## src/rtl/vga_timing_pkg.sv

```systemverilog
// Shared definitions for the VGA timing blocks: region encodings and
// 640x480@60 timing constants for the horizontal and vertical axes.
package vga_timing_pkg;

    typedef enum logic [1:0] {
        REG_ACTIVE = 2'd0,
        REG_FRONT  = 2'd1,
        REG_SYNC   = 2'd2,
        REG_BACK   = 2'd3
    } region_t;

    localparam int H_ACTIVE   = 640;
    localparam int H_FRONT    = 16;
    localparam int H_SYNC     = 96;
    localparam int H_BACK     = 48;
    localparam bit H_SYNC_POL = 1'b0;

    localparam int V_ACTIVE   = 480;
    localparam int V_FRONT    = 10;
    localparam int V_SYNC     = 2;
    localparam int V_BACK     = 33;
    localparam bit V_SYNC_POL = 1'b0;

endpackage

```

## src/rtl/vga_axis_timing.sv

```systemverilog
// Single-axis VGA timing generator: position counter plus region FSM with
// registered sync/display-enable outputs and a combinational terminal count.
module vga_axis_timing
    import vga_timing_pkg::*;
#(
    parameter int ACTIVE   = 480,
    parameter int FRONT    = 10,
    parameter int SYNC     = 2,
    parameter int BACK     = 33,
    parameter int CNT_W    = 16,
    parameter bit SYNC_POL = 1'b0
) (
    input  logic             clk_25,
    input  logic             reset_n,
    input  logic             enable,
    input  logic             clear,
    output logic [CNT_W-1:0] count,
    output logic [1:0]       region,
    output logic             active_out,
    output logic             sync_out,
    output logic             tc,
    output logic             frame_start
);

    localparam longint TOTAL   = longint'(ACTIVE) + FRONT + SYNC + BACK;
    localparam longint CNT_MAX = longint'(1) << CNT_W;

    if (ACTIVE < 1 || FRONT < 1 || SYNC < 1 || BACK < 1 || CNT_W < 1 || TOTAL > CNT_MAX) begin : g_bad_params
        $error("vga_axis_timing: region lengths must be >= 1 and TOTAL must fit in CNT_W bits");
    end

    // Boundaries are all below TOTAL, so they fit in CNT_W bits even at TOTAL == 2**CNT_W
    localparam logic [CNT_W-1:0] LAST    = CNT_W'(TOTAL - 1);
    localparam logic [CNT_W-1:0] B_FRONT = CNT_W'(ACTIVE);
    localparam logic [CNT_W-1:0] B_SYNC  = CNT_W'(ACTIVE + FRONT);
    localparam logic [CNT_W-1:0] B_BACK  = CNT_W'(ACTIVE + FRONT + SYNC);

    logic [CNT_W-1:0] count_reg, count_next;
    region_t          state_reg, state_next;
    logic             active_reg, active_next;
    logic             sync_reg, sync_next;
    logic             fs_reg, fs_next;

    assign tc = enable & ~clear & (count_reg == LAST);

    always_ff @(posedge clk_25 or negedge reset_n) begin
        if (!reset_n) begin
            count_reg  <= '0;
            state_reg  <= REG_ACTIVE;
            active_reg <= 1'b1;
            sync_reg   <= ~SYNC_POL;
            fs_reg     <= 1'b0;
        end else begin
            count_reg  <= count_next;
            state_reg  <= state_next;
            active_reg <= active_next;
            sync_reg   <= sync_next;
            fs_reg     <= fs_next;
        end
    end

    // Transitions look at the next count so the registered region lines up
    // with the registered count on the same cycle.
    always_comb begin
        count_next = count_reg;
        state_next = state_reg;
        fs_next    = 1'b0;
        if (clear) begin
            count_next = '0;
            state_next = REG_ACTIVE;
        end else if (enable) begin
            if (count_reg == LAST) begin
                count_next = '0;
                fs_next    = 1'b1;
            end else begin
                count_next = count_reg + 1'b1;
            end
            case (state_reg)
                REG_ACTIVE: if (count_next == B_FRONT) state_next = REG_FRONT;
                REG_FRONT:  if (count_next == B_SYNC)  state_next = REG_SYNC;
                REG_SYNC:   if (count_next == B_BACK)  state_next = REG_BACK;
                REG_BACK:   if (count_next == '0)      state_next = REG_ACTIVE;
                default:    state_next = REG_ACTIVE;
            endcase
        end
        active_next = (state_next == REG_ACTIVE);
        sync_next   = (state_next == REG_SYNC) ? SYNC_POL : ~SYNC_POL;
    end

    assign count       = count_reg;
    assign region      = state_reg;
    assign active_out  = active_reg;
    assign sync_out    = sync_reg;
    assign frame_start = fs_reg;

endmodule

```

## config.mk

```make
export PLATFORM = sky130hd
export DESIGN_NAME = vga_axis_timing
export DESIGN_NICKNAME = d
export VERILOG_FILES = /design/src/rtl/vga_timing_pkg.sv /design/src/rtl/vga_axis_timing.sv
export SDC_FILE = /design/constraint.sdc
export NUM_CORES = 1
export LEC_CHECK = 0
export CORE_ASPECT_RATIO = 1.4
export CORE_MARGIN = 2
export CORE_UTILIZATION = 30
export DETAILED_ROUTE_END_ITERATION = 10
export SLEW_MARGIN = 20
export SYNTH_ARGS = -nofsm -noshare
export SYNTH_HDL_FRONTEND = slang
export SYNTH_SLANG_ARGS = --single-unit
```

## constraint.sdc

```tcl
create_clock -name clk_25 -period 1.78 [get_ports clk_25]
set_input_delay 0.356 -clock clk_25 [delete_from_list [all_inputs] [get_ports clk_25]]
set_output_delay 0.356 -clock clk_25 [all_outputs]
set_load 0.005 [all_outputs]
```

==> results.md <==
- Final critical path time including I/O delays and setup: 2.13 ns
- Worst stage delay on the critical path: 0.38 ns
- Static leakage: 1.15 nW
- Max reg flops: 16
- Post-synth EDFFs: 0
- Height of the die: 90.4 µm
- Overall die area: 0.00594 mm²
- Number of CTS-inserted buffers: 3
- CTS tree: done
- Placeable core area: 0.00516 mm²
- Total congestion overflow after global routing: 0
- Total number of yosys warnings: 0
- Detailed Route WL: 5.53 mm
- First-pass iteration count of the detailed router: 4
- Slew at the pin with the worst max-slew slack: 0.336 ns
- Worst hold path class: in -> async
- Element type at the critical path end: register
- Final clock skew: 0.00394 ns
- Fraction of final layout cells sized beyond drive strength 1: 42.2%
- Worst-case setup margin in the final layout: -0.349 ns
- Worst R2R Start: count[1]
- Avg Cell Area, Syn: 8.60 µm²
- Count of hold-fix buffers inserted at cts: 0
- Worst setup path class: reg -> reg
- Sequential area share after synthesis: 33.0%
- Synth async-reset ratio: 100%
- Total of endpoints with negative setup slack in the final report: 16
- Hold Violations, Final: 0
- Max Root-Sink Buffers: 2
- Max-capacitance violation count: 0
- Mean routed wirelength per cell: 16.5 µm
- Number of port buffers: 25
- Detail Route Antenna Nets: 0
- Worst path top cell family by delay: simple AND/OR/NAND/NOR gates
- Max Clk Rate: 470 MHz
- Post-Synthesis Net Count: 193
- Violations in the final reports: setup timing
- Boundary pin count: 26
- Count of mapped cells out of synthesis: 186
- Final cycle utilization of the critical path: 120%
- First element of the critical path: count[1]
- Ratio of routed vias to standard cells: 5.43
- Max-slew violation total from the final report: 0
- Number of H-tree levels: 1
- Slowest cell on the critical path: dfrtp_1
- First-pass GRT wire length: 8.64 mm
- Number of library cell types mapped by synthesis: 57
- Cell type with the highest occurrence count on the critical path: buf_6
- Area growth, synth to finish: 65.1%
- Total design power: 0.972 mW
- Leading cell types by count after synthesis: dfrtp_1, nor2_1, a21oi_1
- Detailed placer's ending HPWL: 3.85 mm
- First-iteration detailed-routing DRC count: 120
- Setup WS pre-CTS: -0.362 ns
- Worst EP arrival: 2.32 ns
- Most area-hungry cell type in the Yosys netlist: dfrtp_1
- Vias in the first global route: 1782
- Launching element type of the critical path: register
- Worst Path Max Fanout: 4
- RSZ-0062 raised after global routing: true
- Maximum vdd drop: 0.000191 V
- Worst EP required: 1.97 ns
- Mapped Area: 0.00160 mm²
- Ranking of synthesized cells by area: dfrtp_1, nor2_1, xor2_1
- Worst-Skew Late Latency: 0.27 ns
- Tot GR Track Use: 18.7%
- Vias after detailed routing: 1826
- Antenna violations before repair: 0
- Std cell rows: 31
- Status: finished with violations
- Flip-flop cell with the highest count after synthesis: dfrtp_1
- Root buffer cell: clkbuf_8
- Largest net degree at the start of global routing: 22
- Nets: 278
- Clock-pin transition on the worst setup and hold timing paths: 0.08 ns
- Slew HR: 77.4%
- Initial core utilization: 31.0%
- Die X-Extent: 65.7 µm
- Total power per unit cell area: 368 mW/mm²
- Top-area cell type share of the netlist area: 29.7%
- Cell-by-cell trace of the critical path: buf_6 -> ha_4 -> buf_6 -> nand4_4 -> nor4_4 -> nand2b_1 -> a21oi_2 -> and3_4 -> a211oi_4 -> nand3_1
- Ant diodes: 0
- Drt drc: 0
- Total number of clock tree sinks: 21
- Number of register bits inferred by synthesis: 21
- Crit path buf inv count: 2
- Global placement routability congestion: 0.828
==> worst paths after layout <==
path / to / slack [ns] / depth (start not counted)
worst max-delay path: sync_out / -0.35 / 10
worst min-delay path: count[3] / 0.43 / 2
worst max register to register: sync_out / -0.35 / 10
worst min register to register: region[0] / 0.66 / 3
max in group asynchronous: active_out / 1.07 / 2
min in group clk_25: region[0] / 0.66 / 3
==> cell type report <==
| cell class | count | area (µm²) |
|---|---|---|
| inverters | 7 | 28.8 |
| clock buffers | 3 | 41.3 |
| fillers | 478 | 2520 |
| repair buffers | 92 | 815 |
| multi-input cells | 146 | 1140 |
| well taps | 66 | 82.6 |
| flip-flops and latches | 21 | 528 |
| clock inverters | 1 | 5.00 |
==> metrics by stage <==
stage	instances	area, µm²	util, %	setup TNS [ns]	hold slack, ns
6_report	336	2640	51.2	-2.43	0.432
4_1_cts	330	2480	48.0	-1.52	0.440
3_3_place_gp	318	2300	44.6	-1.49	0.654
5_1_grt	336	2640	51.2	-4.06	0.454
2_1_floorplan	186	1650	-	-0.442	0.0604
3_5_place_dp	318	2300	44.6	-1.68	0.649
==> cell usage in the layout (no fill, tap or decap), types with 3 or more instances in the layout <==
cell	instances
buf_4	57
nor2_1	19
and2_1	4
nand4_1	5
nand3_1	4
buf_6	7
dfrtp_1	19
inv_1	4
nor3b_1	5
nand2_2	4
a21oi_2	4
clkbuf_8	3
o21ai_1	9
xor2_1	7
nor3_2	3
nand2_1	8
a21oi_1	10
clkdlybuf4s50_1	20
nor3_1	5
nand3_2	3
==> worst register-to-register path: stages (launching register included) <==
cell	delay, ns
dfrtp_1	0.38
buf_6	0.12
ha_4	0.14
buf_6	0.11
nand4_4	0.11
nor4_4	0.35
nand2b_1	0.19
a21oi_2	0.08
and3_4	0.21
a211oi_4	0.25
nand3_1	0.11
==> power breakdown <==
group	internal [mW]	switching, mW
logic	0.0789	0.0831
registers	0.480	0.00277
clock network	0.157	0.171
==> cells by family after synthesis <==
family          Yosys count  share of synthesized area [%]
fa+ha+maj                 3                           2.35
simple gates             86                           33.2
flops                    21                           33.0
buf+inv                  19                           5.63
xor+xnor                  8                           4.38
mux                       2                           1.25
compound gates           47                           20.2
==> routing by layer <==
layer / wire (µm) / GRT usage, %
met1: 2170 / 22.9
met3: 190 / 1.25
met5: 0 / 0
met4: 192 / 7.29
met2: 2980 / 33.1
==> what timing repair did <==
action | in CTS | in global routing
setup endpoints to repair | 10 | 20
pin swaps | 20 | 20
gates resized for setup | 25 | 26
cloned | 0 | 1
buffers inserted | 8 | 6
No activity file was read; power rests on OpenSTA's default activity.
==> variant 1: new RTL, same settings <==
Set the parameter `CNT_W` to 20 (it was 16).
--- a/src/rtl/vga_axis_timing.sv
+++ b/src/rtl/vga_axis_timing.sv
@@ -9,3 +9,3 @@
     parameter int BACK     = 33,
-    parameter int CNT_W    = 16,
+    parameter int CNT_W    = 20,
     parameter bit SYNC_POL = 1'b0
Interface: changed (resized count); port bits go from 26 to 30. No check against the original RTL was run, so the function may have changed too.
==> variant 1 against the unedited design <==
- total power rose by 15%
- sequential power is 19% higher
- area after synthesis grew 18%
- synthesized cell count increased by 22%
- the flow still finishes with violations (negative setup slack)
- routed wire length up 17%
- setup slack lost 0.28 ns
- non-clock buffer count increased by 34
- clock power is 12% higher
- largest power group unchanged
- final area up 22%
- sequential cell count rose by 4
==> variant 1: results (changes against the unedited design) <==
- The number of flip-flops under the largest register name came to 20 (+4).
* Post-Place Cells: 389 (+22%)
* Dpl hpwl: 4.73 mm (+23%)
- Result of the run: finished, violations left
- The pre-CTS setup slack was -0.708 ns (-0.347 ns).
* Clk_lat worst skew: 0.28 ns
- The maximum number of pins on one net before global-route repair is 26 (+18%).
- Post-synthesis cell type count: 55 (-3.5%)
- Cell with the largest stage delay on the worst path: sky130_fd_sc_hd__or4b_1
- Type of the worst min-delay path: primary input to asynchronous set/reset pin
* Overall routed net length: 6.47 mm (+17%)
- Most instantiated flip-flop cell in the synthesis netlist: sky130_fd_sc_hd__dfrtp_1
- Bufs on Longest Clock Path: 2 (unchanged)
- Post-Syn Nets: 232 (+20%)
* Port buffer count: 29 (+16%)
- The number of cells traversed by the worst register-to-register path is 9 (-1).
- Via count of the first global-routing pass: 2,264 (+27%)
- First-pass GRT wire length: 10.6 mm (+23%)
- Global placement routability congestion: 0.912 (+10%)
- Crit path DAT: 2.64 ns (+0.32 ns)
- The post-detailed-route via-to-cell ratio was 5.34 (-1.7%).
* Clock Skews: 0.00389 ns (-0.0000417 ns)
- The share of synthesized area occupied by flip-flops and latches is 0.333 (+0.00247).
* Detailed-route wire length per cell: 15.9 um (-3.6%)
* Stage delay of the slowest cell on the critical path: 0.52 ns (+0.14 ns)
- GRT Total Usage: 0.189 (+0.00222)
- Grt met3 use: 0.0217 (+0.00920)
- The share of final-layout standard cells stronger than drive strength 1 is 0.435 (+0.0123).
* Critical Path Source Type: flip-flop
* CTS clk-pin slew, worst paths: 0.10 ns (+0.02 ns)
* Reported leakage power: 1.48 nW (+29%)
- Cell area after placement: 0.00283 sq mm (+23%)
- In this run the worst setup path terminates at active_out.
- Total of max-cap violations: 0 (unchanged)
- The number of iterations in the first detailed-routing pass was 4 (unchanged).
- The commonest cells after synthesis are sky130_fd_sc_hd__dfrtp_1 (23), sky130_fd_sc_hd__nor2_1 (23), sky130_fd_sc_hd__nand2_1 (15), sky130_fd_sc_hd__o21ai_0 (15), sky130_fd_sc_hd__nand3_1 (14).
- Yosys attributes the largest share of cell area to sky130_fd_sc_hd__dfrtp_1 (30%), sky130_fd_sc_hd__xor2_1 (5.6%), sky130_fd_sc_hd__nor2_1 (4.6%), sky130_fd_sc_hd__o21ai_0 (4.0%), sky130_fd_sc_hd__nand3_1 (3.7%).
* Met1 track utilization from global routing: 0.218 (-0.0105)
- The worst-case setup margin in the final layout is -0.630 ns (-0.282 ns).
* Root Buffer Master: sky130_fd_sc_hd__clkbuf_8
* Worst vdd ir: 313 uV (+63%)
- The met2 capacity usage during global routing came to 0.354 (+0.0229).
* Failing checks: negative setup slack
- Highest net fanout along the worst path: 4 (unchanged)
- The maximum level of the CTS H-tree was 1 (unchanged).
* Synthesized area per cell: 8.35 sq um (-2.8%)
- The number of nets at the end of the flow was 343 (+23%).
- Antenna Diode Count: 0 (unchanged)
- The worst register-to-register path ends at active_out.
* Worst relative slew slack: 0.732 (-0.0422)
- Number of DRC markers in iteration 0: 105 (-13%)
* Final setup violation count: 16 (unchanged)
-- variant 1: changes by cell type after synthesis, moves of 5 or more --
cell,unedited run,this run
sky130_fd_sc_hd__nor4_1,3,8
sky130_fd_sc_hd__buf_2,5,10
sky130_fd_sc_hd__o21ai_0,10,15
sky130_fd_sc_hd__a21oi_1,12,5
sky130_fd_sc_hd__xnor2_1,1,8
sky130_fd_sc_hd__nor3b_1,6,0
sky130_fd_sc_hd__and2_1,5,0
sky130_fd_sc_hd__xor2_1,7,12
sky130_fd_sc_hd__nand3_1,5,14
-- variant 1: worst min-delay path by stage --
stage | startpoint | end | slack [ns] | cells past startpoint
finish | reset_n | region[0] | 0.43 | 2
global route | reset_n | count[10] | 0.50 | 2
CTS | reset_n | count[12] | 0.45 | 2
detailed placement | count[17] | count[17] | 0.65 | 3
global placement | count[18] | count[18] | 0.64 | 3
floorplan | reset_n | count[0] | 0.06 | 0
-- variant 1: metal layers --
metal  vias up  share of wire
li1       1051              -
met1      1066           0.40
met2        54           0.55
met3         9          0.033
met4         0          0.019
met5         -              0
-- variant 1: final cells by class --
| class | instances | area, sq um |
|---|---|---|
| Fill cell | 547 | 2950 |
| Multi-Input combinational cell | 175 | 1360 |
| Timing Repair Buffer | 126 | 1060 |
| Sequential cell | 25 | 636 |
| Tap cell | 72 | 90.1 |
| Clock buffer | 4 | 45.0 |
| Inverter | 6 | 22.5 |
-- variant 1: what timing repair did --
action                                  in CTS  in global routing
resized for setup                           46                 25
pin swaps                                   11                 13
hold endpoints to repair                     0                  0
hold buffers                                 0                  0
setup buffers                                6                  9
endpoints found under the setup margin      15                 26
-- variant 1: through the flow --
step / TNS [ns] / total power (W) / util / hold WS, ns
after global routing: -5.65 / 0.00116 / 0.522 / 0.504
after floorplan: -2.62 / 0.000657 / - / 0.0604
after detailed placement: -5.68 / 0.000728 / 0.458 / 0.654
final: -4.01 / 0.00112 / 0.522 / 0.429
after global placement: -5.19 / 0.000726 / 0.458 / 0.640
after CTS: -3.93 / 0.00111 / 0.496 / 0.447
-- variant 1: report_power, final --
group / switching (W) / internal [W] / leakage (nW) / total (W)
combinational: 0.0000972 / 0.0000815 / 1.13 / 0.000179
clock: 0.000204 / 0.000161 / 0.0228 / 0.000365
sequential: 0.00000324 / 0.000571 / 0.331 / 0.000575
-- variant 1: cell families after synthesis --
family / count (synthesis) / synth area share
flops: 25 / 0.333
compound gates: 45 / 0.169
buf+inv: 26 / 0.0669
fa+ha+maj: 2 / 0.0133
xor+xnor: 20 / 0.0928
simple gates: 108 / 0.325
==> variant 2: new RTL, config.mk and constraints unchanged <==
Made on the original files. Reset style: synchronous (`reset_n`), changed in one clocked block.
--- a/src/rtl/vga_axis_timing.sv
+++ b/src/rtl/vga_axis_timing.sv
@@ -45,3 +45,3 @@
 
-    always_ff @(posedge clk_25 or negedge reset_n) begin
+    always_ff @(posedge clk_25) begin
         if (!reset_n) begin
Behaviour: differs if reset_n is asserted again (counterexample within 4 cycles, from zero or initial values and one cycle with reset_n low); with reset_n held inactive, the same outputs for 10 cycles.
==> variant 2 against the unedited design <==
- the flow still finishes with violations (negative setup slack)
- critical endpoint is now active_out
- setup slack got worse by 0.011 ns
- final area shrank 4.9%
- non-clock buffer count stayed put
- routed wire length fell by 14%
- area after synthesis down 4.0%
- clock skew decreased by 0.0022 ns
- sequential cell count did not move
Power is not compared: it rests on default switching activity, and its combinational part moved more than twofold at a synthesized area within 25%.
==> variant 2: results (changes against the unedited design) <==
* Result of the run: finished, violations left
* Failing checks: negative setup slack
* Commonest cells post-synth: sky130_fd_sc_hd__nor2_1 (23), sky130_fd_sc_hd__dfxtp_1 (21), sky130_fd_sc_hd__a21oi_1 (12), sky130_fd_sc_hd__nand2_1 (12), sky130_fd_sc_hd__nand3_1 (10)
* Final setup violation count: 7 (-9)
- Detailed-route wire length per cell: 14.1 um (-14%)
* Synthesized area per cell: 7.83 sq um (-8.9%)
- Sequential-to-total area share from yosys stat: 0.274 (-0.0564)
- The most used flip-flop cell after synthesis is sky130_fd_sc_hd__dfxtp_1.
- Clock Skews: 0.00172 ns (-0.00222 ns)
- Worst setup slack after layout: -0.360 ns (-0.0115 ns)
* End of the worst register-to-register path: active_out
- Largest cells by area after synthesis: sky130_fd_sc_hd__dfxtp_1 (27%), sky130_fd_sc_hd__nor2_1 (5.6%), sky130_fd_sc_hd__a21oi_1 (3.9%), sky130_fd_sc_hd__xnor2_1 (3.4%), sky130_fd_sc_hd__nand3_1 (3.3%)
- Overall routed net length: 4.76 mm (-14%)
* Fraction of registers with async set/reset: 0 (-1.00)
- Global placement routability congestion: 0.884 (+6.7%)
* Number of filler cells placed in the layout: 470 (-1.7%)
- The slew at the pin with the worst max-slew slack came to 0.418 ns (+0.0823 ns).
- The worst-case hold slack was 0.531 ns (+0.0987 ns).
* GRT Total Usage: 0.175 (-0.0119)
- Quantity of hold-fixing buffers added after cts: 0 (unchanged)
- WHS Endpoint: count[1]
* Fraction of final layout cells sized beyond drive strength 1: 0.387 (-0.0354)
* Number of vias in the routed layout: 1,746 (-4.4%)
* Worst vdd ir: 253 uV
- The maximum fanout count along the critical path was 6 (+2).
* Post-Syn Nets: 202 (+4.7%)
* Cell with the largest stage delay on the worst path: sky130_fd_sc_hd__dfxtp_4
- Post-Place Cells: 331 (+4.1%)
* Maximum number of pins on one net before global-route repair: 20 (-9.1%)
* Post-Place Worst Slack: -0.445 ns (-0.0836 ns)
- The HPWL after detailed placement was 3.58 mm (-6.9%).
- In this run the worst hold path is classified as flip-flop to flip-flop.
- Reg-to-reg startpoint: count[1]
- The starting DRC count in detailed routing came to 50 (-58%).
* First-pass GRT wire length: 7.98 mm (-7.6%)
variant 2: worst min-delay path, cell delays in order, from the launching register on:
cell	delay, ns
sky130_fd_sc_hd__dfxtp_4	0.38
sky130_fd_sc_hd__nand2_1	0.07
sky130_fd_sc_hd__a21oi_1	0.05
variant 2: logic make-up after synthesis:
family          share of synthesized area
fa+ha+maj                          0.0163
simple gates                        0.377
xor+xnor                           0.0570
flops                               0.274
compound gates                      0.176
mux                                0.0261
buf+inv                            0.0733
variant 2: where the power goes:
group | switching, W | total, W | leakage (nW) | internal (W)
Sequential | 0.00000362 | 0.000471 | 0.173 | 0.000467
Clock | 0.000157 | 0.000316 | 0.0228 | 0.000159
Combinational | 0.0000341 | 0.0000667 | 0.775 | 0.0000326
variant 2: repair_timing:
| item | 4_1_cts | 5_1_grt |
|---|---|---|
| buffers inserted | 2 | 1 |
| setup endpoints to repair | 13 | 15 |
| pin swaps | 8 | 5 |
| gates resized for setup | 21 | 16 |
variant 2: metrics by stage:
| step | instance area, sq um | total power [W] | setup TNS, ns |
|---|---|---|---|
| 2_1_floorplan | 1610 | 0.000521 | -0.841 |
| 3_3_place_gp | 2310 | 0.000550 | -2.37 |
| 3_5_place_dp | 2310 | 0.000551 | -2.15 |
| 4_1_cts | 2430 | 0.000870 | -1.31 |
| 5_1_grt | 2510 | 0.000888 | -2.44 |
| 6_report | 2510 | 0.000853 | -1.43 |
variant 2: layout make-up:
class / instances / area share
clock buffers: 4 / 0.0179
well taps: 64 / 0.0319
repair buffers: 92 / 0.304
flip-flops and latches: 21 / 0.173
inverters: 7 / 0.0125
multi-input cells: 150 / 0.460
variant 2: worst max-delay path by stage:
stage | startpoint | end | slack, ns
2_1_floorplan | count[0] | active_out | -0.33
3_3_place_gp | count[2] | active_out | -0.47
3_5_place_dp | count[2] | active_out | -0.45
4_1_cts | count[1] | active_out | -0.34
5_1_grt | count[1] | active_out | -0.48
6_report | count[1] | active_out | -0.36
variant 2: metal layers:
layer,track usage,share of wire,up-vias
li1,-,-,873
met1,0.198,0.41,824
met2,0.334,0.53,39
met3,0.0165,0.036,10
met4,0.0696,0.023,0
met5,0,0,-
